[src/rtl/ucie_ctl_pkg.sv]
// ucie_ctl_pkg
//   Shared definitions for the UCIe control-path FSMs (TX and RX).
//   - rx_state_e     : RX FSM state encodings
//   - UCIE_ACTIVE_ENC: FDI state-status encoding for Active
package ucie_ctl_pkg;

  localparam logic [3:0] UCIE_ACTIVE_ENC = 4'b0001;

  typedef enum logic [1:0] {
    RESET    = 2'b00,
    RX_WAIT  = 2'b01,
    ACTIVE   = 2'b10,
    OVERFLOW = 2'b11
  } rx_state_e;

endpackage

[src/rtl/ucie_ctl_sat_cnt.sv]
// ucie_ctl_sat_cnt
//   Saturating up-counter with synchronous active-high clear.
//   Ports:
//     clk - block clock
//     rst - synchronous active-high clear
//     inc - increment request (ignored once all ones)
//     cnt - current count, holds at 2**W-1
module ucie_ctl_sat_cnt #(
  parameter int W = 8
) (
  input  logic         clk,
  input  logic         rst,
  input  logic         inc,
  output logic [W-1:0] cnt
);

  always_ff @(posedge clk) begin
    if (rst) begin
      cnt <= '0;
    end else if (inc && (cnt != {W{1'b1}})) begin
      cnt <= cnt + 1'b1;
    end
  end

endmodule

[src/rtl/ucie_ctl_rx_fsm.sv]
// ucie_ctl_rx_fsm
//   RX path controller between the RDI (physical layer) and FDI (protocol
//   layer) sides. Opens the RX path on request, steers RDI beats into a
//   first-word-fallthrough FIFO and drains it toward FDI, flagging a sticky
//   overflow when a beat arrives with the FIFO full.
//   Optional feature: define UCIE_RX_ERR_CNT_EN to add o_rx_overf_cnt, a
//   saturating count of ACTIVE->OVERFLOW transitions.
//   Ports:
//     clk, rst                - clock, synchronous active-high reset
//     i_fdi_pl_state_sts      - adapter state status
//     i_rdi_pl_rx_active_req  - PHY request to open the RX path
//     i_rdi_pl_valid          - RDI beat valid (no backpressure)
//     wfull, rempty           - RX FIFO flags
//     o_rdi_lp_rx_active_sts  - RX path open acknowledge
//     o_fdi_pl_valid          - data valid toward protocol layer
//     o_rx_overf_err          - receive overflow error
//     winc, wrst_n            - FIFO write increment / write reset (active-low)
//     rinc, rrst_n            - FIFO read increment / read reset (active-low)
//     o_rx_overf_cnt          - overflow event count (UCIE_RX_ERR_CNT_EN only)
//
//   state    | meaning
//   RESET    | adapter not Active; FIFO held in reset
//   RX_WAIT  | adapter Active, waiting for PHY RX request; FIFO held in reset
//   ACTIVE   | RX path open; beats written, FIFO drained to FDI
//   OVERFLOW | beat dropped on full FIFO; error sticky, writes blocked, reads drain
module ucie_ctl_rx_fsm
  import ucie_ctl_pkg::*;
#(
  parameter logic [3:0] UCIE_ACTIVE = UCIE_ACTIVE_ENC
) (
  input  logic       clk,
  input  logic       rst,
  input  logic [3:0] i_fdi_pl_state_sts,
  input  logic       i_rdi_pl_rx_active_req,
  input  logic       i_rdi_pl_valid,
  input  logic       wfull,
  input  logic       rempty,
  output logic       o_rdi_lp_rx_active_sts,
  output logic       o_fdi_pl_valid,
  output logic       o_rx_overf_err,
  output logic       winc,
  output logic       wrst_n,
  output logic       rinc,
  output logic       rrst_n
`ifdef UCIE_RX_ERR_CNT_EN
  ,
  output logic [7:0] o_rx_overf_cnt
`endif
);

  rx_state_e state_q;
  rx_state_e state_d;
  logic      sts_active;

  assign sts_active = (i_fdi_pl_state_sts == UCIE_ACTIVE);

  always_ff @(posedge clk) begin
    if (rst) begin
      state_q <= RESET;
    end else begin
      state_q <= state_d;
    end
  end

  always_comb begin
    state_d                = state_q;
    o_rdi_lp_rx_active_sts = 1'b0;
    o_fdi_pl_valid         = 1'b0;
    o_rx_overf_err         = 1'b0;
    winc                   = 1'b0;
    wrst_n                 = 1'b0;
    rinc                   = 1'b0;
    rrst_n                 = 1'b0;

    case (state_q)
      RESET: begin
        if (sts_active) state_d = RX_WAIT;
      end

      RX_WAIT: begin
        if (!sts_active)                 state_d = RESET;
        else if (i_rdi_pl_rx_active_req) state_d = ACTIVE;
      end

      ACTIVE: begin
        o_rdi_lp_rx_active_sts = 1'b1;
        wrst_n                 = 1'b1;
        rrst_n                 = 1'b1;
        // FWFT FIFO and no FDI ready: every non-empty cycle is a pop.
        o_fdi_pl_valid         = ~rempty;
        rinc                   = ~rempty;
        winc                   = i_rdi_pl_valid & ~wfull;
        o_rx_overf_err         = i_rdi_pl_valid & wfull;
        if (!sts_active)                            state_d = RESET;
        else if (!i_rdi_pl_rx_active_req)           state_d = RX_WAIT;
        else if (i_rdi_pl_valid && wfull)           state_d = OVERFLOW;
      end

      OVERFLOW: begin
        o_rdi_lp_rx_active_sts = 1'b1;
        wrst_n                 = 1'b1;
        rrst_n                 = 1'b1;
        o_fdi_pl_valid         = ~rempty;
        rinc                   = ~rempty;
        o_rx_overf_err         = 1'b1;
        if (!sts_active)                  state_d = RESET;
        else if (!i_rdi_pl_rx_active_req) state_d = RX_WAIT;
      end

      default: state_d = RESET;
    endcase
  end

`ifdef UCIE_RX_ERR_CNT_EN
  logic ovf_enter;

  assign ovf_enter = (state_q == ACTIVE) && (state_d == OVERFLOW);

  ucie_ctl_sat_cnt #(
    .W (8)
  ) u_ovf_cnt (
    .clk (clk),
    .rst (rst),
    .inc (ovf_enter),
    .cnt (o_rx_overf_cnt)
  );
`endif

endmodule

[config.mk]
export PLATFORM = sky130hd
export DESIGN_NAME = ucie_ctl_rx_fsm
export DESIGN_NICKNAME = d
export VERILOG_FILES = /design/src/rtl/ucie_ctl_pkg.sv /design/src/rtl/ucie_ctl_sat_cnt.sv /design/src/rtl/ucie_ctl_rx_fsm.sv
export SDC_FILE = /design/constraint.sdc
export NUM_CORES = 1
export LEC_CHECK = 0
export ABC_AREA = 1
export CORE_AREA = 8 8 45 47
export CTS_CLUSTER_SIZE = 12
export DETAILED_ROUTE_END_ITERATION = 10
export DIE_AREA = 0 0 53 55
export DONT_BUFFER_PORTS = 1
export GPL_ROUTABILITY_DRIVEN = 0
export HOLD_SLACK_MARGIN = 0.1
export PLACE_DENSITY = 0.37
export SETUP_SLACK_MARGIN = 0.02
export SLEW_MARGIN = 20
export SYNTH_ARGS = -nofsm -noshare
export SYNTH_HDL_FRONTEND = slang
export SYNTH_HIERARCHICAL = 1
export SYNTH_SLANG_ARGS = --single-unit
[constraint.sdc]
create_clock -name clk -period 2.72 [get_ports clk]
set_clock_uncertainty 0.2 [all_clocks]
set_input_delay 0.408 -clock clk [delete_from_list [all_inputs] [get_ports clk]]
set_output_delay 0.408 -clock clk [all_outputs]
set_load 0.01 [all_outputs]
==> results.toml <==
[drt]
vias_per_cell = 4.015
detail_route.wl_per_cell_um = 9.162
wirelength_um = 623
dr.pass1.iters = 3
vias = 273
drtIter0Drc = 9
drc = 0
ant_nets = 0

[synth]
synth_area_leader_cell = "nand2_1"
synth-warning-count = 6
async_flop_share_pct = 0
synth_top_cell_area_share_pct = 15.86
syn-instance-count = 52
ys_ff_latch = 2
ys.flop_type = "dfxtp_1"
synth.yosys.seq_area_share_pct = 14.10
yosysMostFrequentCell = "nand2_1"
synth-edff-count = 0
synth_area_um2 = 284.0
syn_avg_cell_area_um2 = 5.462
syn-num-nets = 62
synthDistinctLibCells = 16
synth_commonest_cells = "12 x nand2_1, 7 x inv_1, 7 x nor2_1"
synth_area_leaders = "nand2_1 16%, dfxtp_1 14%, inv_1 9.3%"

[run]
max-cap-violations = 0

[sta]
finalSetupTns_ps = 0
rsz0062_at_grt = "no"
max-slew-margin-rel_pct = 68.36
worst_slew_pin_slew_ps = 473.9
setup_violations = 0
finalMaxSlewViolations = 0
max_freq_mhz = 517.7
fin_crit_sh_pct = 71.01
final.setup.worst_slack_ps = 788.5
fin_crit_ps = 1931
final_hold_viol_count = 0

[floorplan]
fp.dieW_um = 53
dieArea_um2 = 2915
placeableCoreArea_um2 = 1384
fp.dieH_um = 55
initial_core_util_pct = 20.52
rows = 14
io_pins = 17

[cts]
cts_tree = "yes"
cts_max_level = 1
clk_latency_ps = 220
clockRootBuffer = "clkbuf_4"
ctsResizeCount = 0
clk_path_buf_depth = 2
cts_made_buffers = 3
clk_pin_slew_ps = 30
clock-sinks = 2

[setup_path]
cp_cell_sequence = "nand2_1 -> nor3b_1"
cp_num_buf_inv = 0
startpoint_type = "flip-flop"
required_ps = 2110
end_kind = "primary output"
crit_family = "flip-flops"
arrival_ps = 1320
path_class = "flip-flop to primary output"
max_stage_delay_ps = 600
slowest_stage = "dfxtp_1"
critPathMaxFanout = 8
r2r_slack_ps = 1290

[cells_and_area]
stdcell_area_um2 = 310.3
top_register = "state_q"
nets = 64
top_regs = "state_q (2)"
largest_register_ffs = 2
area_growth_pct = 9.251
diodes = 0
postLayoutCoreUtil_pct = 22.42
drive_gt1_share_pct = 28.85

[power_and_ir_drop]
total_power_w = 0.0001049
switching_share_pct = 20.90
combPwrFrac_pct = 10.9
power_frac_seq_pct = 28.7
powerDensity_nw_per_um2 = 337.9
p_switching_w = 0.00002191
cellLeakagePower_nw = 0.1368
p_int_w = 0.00008295
p_clk_share_pct = 60.4
ir_drop_v = 0.0001707

[min_path]
hp-class = "input pin to flip-flop"

[grt]
grt_pass1_vias = 263
grt_usage_pct = 4.580
grt_max_degree = 9
grt-ovfl-total = 0
grt_antenna_before_repair = 0
grt_pass1_wl_um = 938

[placement]
dp_hpwl_um = 551.2
preCtsSetupSlack_ps = 980.4
placed_cell_area_um2 = 277.8
portBuffers = 0

[status]
outcome = "completed"
per-layer routing:
layer  track usage [%]  wire length, um
met1             3.776              233
met2             7.813              355
met3             1.872               34
met4             5.172                0
met5                 0                0
cell usage in the layout, fill, tap and decap left out:
master | netlist | layout
nand3_2 | 1 | 1
nor2_1 | 7 | 7
a21oi_2 | 1 | 1
nand3_1 | 5 | 5
nor2_2 | 4 | 4
nor3b_1 | 1 | 1
inv_2 | 3 | 3
clkinv_1 | 1 | 1
nor2_4 | 1 | 1
nand2_2 | 2 | 2
o21ai_0 | 1 | 1
nand2_1 | 12 | 12
dfxtp_1 | 2 | 2
dlygate4sd3_1 | 0 | 1
clkbuf_4 | 0 | 3
inv_1 | 7 | 7
timing repair:
action | 4_1_cts | 5_1_grt
buffers inserted | 0 | 0
setup endpoints to repair | 0 | 0
hold buffers | 1 | 0
endpoints found under the hold margin | 1 | 0
worst register-to-register path: cells and delay by family, from the launching register on:
family | cells | cell delay, ps
buf+inv | 1 | 50
flops | 1 | 600
simple gates | 6 | 480
path summary, 6_finish.rpt:
path,from,to,depth (start not counted)
hold reg to reg,state_q[0],state_q[0],2
setup / recovery,state_q[1],winc,2
setup reg to reg,state_q[1],state_q[1],7
hold / removal,rst,state_q[1],3
per-stage QoR:
step / hold slack (ps) / cells
after floorplan: 270.4 / 52
final: 153.3 / 68
after global routing: 166.5 / 68
after detailed placement: 273.3 / 64
after CTS: 142.7 / 68
after global placement: 272.1 / 64
power groups by stage:
stage | clock network (W) | registers (W) | logic [W]
final | 0.0000634 | 0.0000301 | 0.0000114
after detailed placement | 0 | 0.0000305 | 0.0000102
after global placement | 0 | 0.0000305 | 0.0000103
after global routing | 0.0000693 | 0.0000301 | 0.0000130
after floorplan | 0 | 0.0000304 | 0.00000892
after CTS | 0.0000691 | 0.0000301 | 0.0000116
final cells by class:
| cell class | count | area (um2) |
|---|---|---|
| clock buffer | 3 | 22.52 |
| fill | 176 | 1074 |
| inverter | 11 | 41.29 |
| multi-input combinational | 35 | 176.4 |
| sequential | 2 | 40.04 |
| tap | 16 | 20.02 |
| timing repair buffer | 1 | 10.01 |
kinds of logic after synthesis:
group	count (synthesis)	synth area share [%]
AO/OA/AOI/OAI	2	4.845
buffers and inverters	15	23.79
flip-flops	2	14.10
AND/OR/NAND/NOR	33	57.27
No activity file was read; power rests on OpenSTA's default activity.
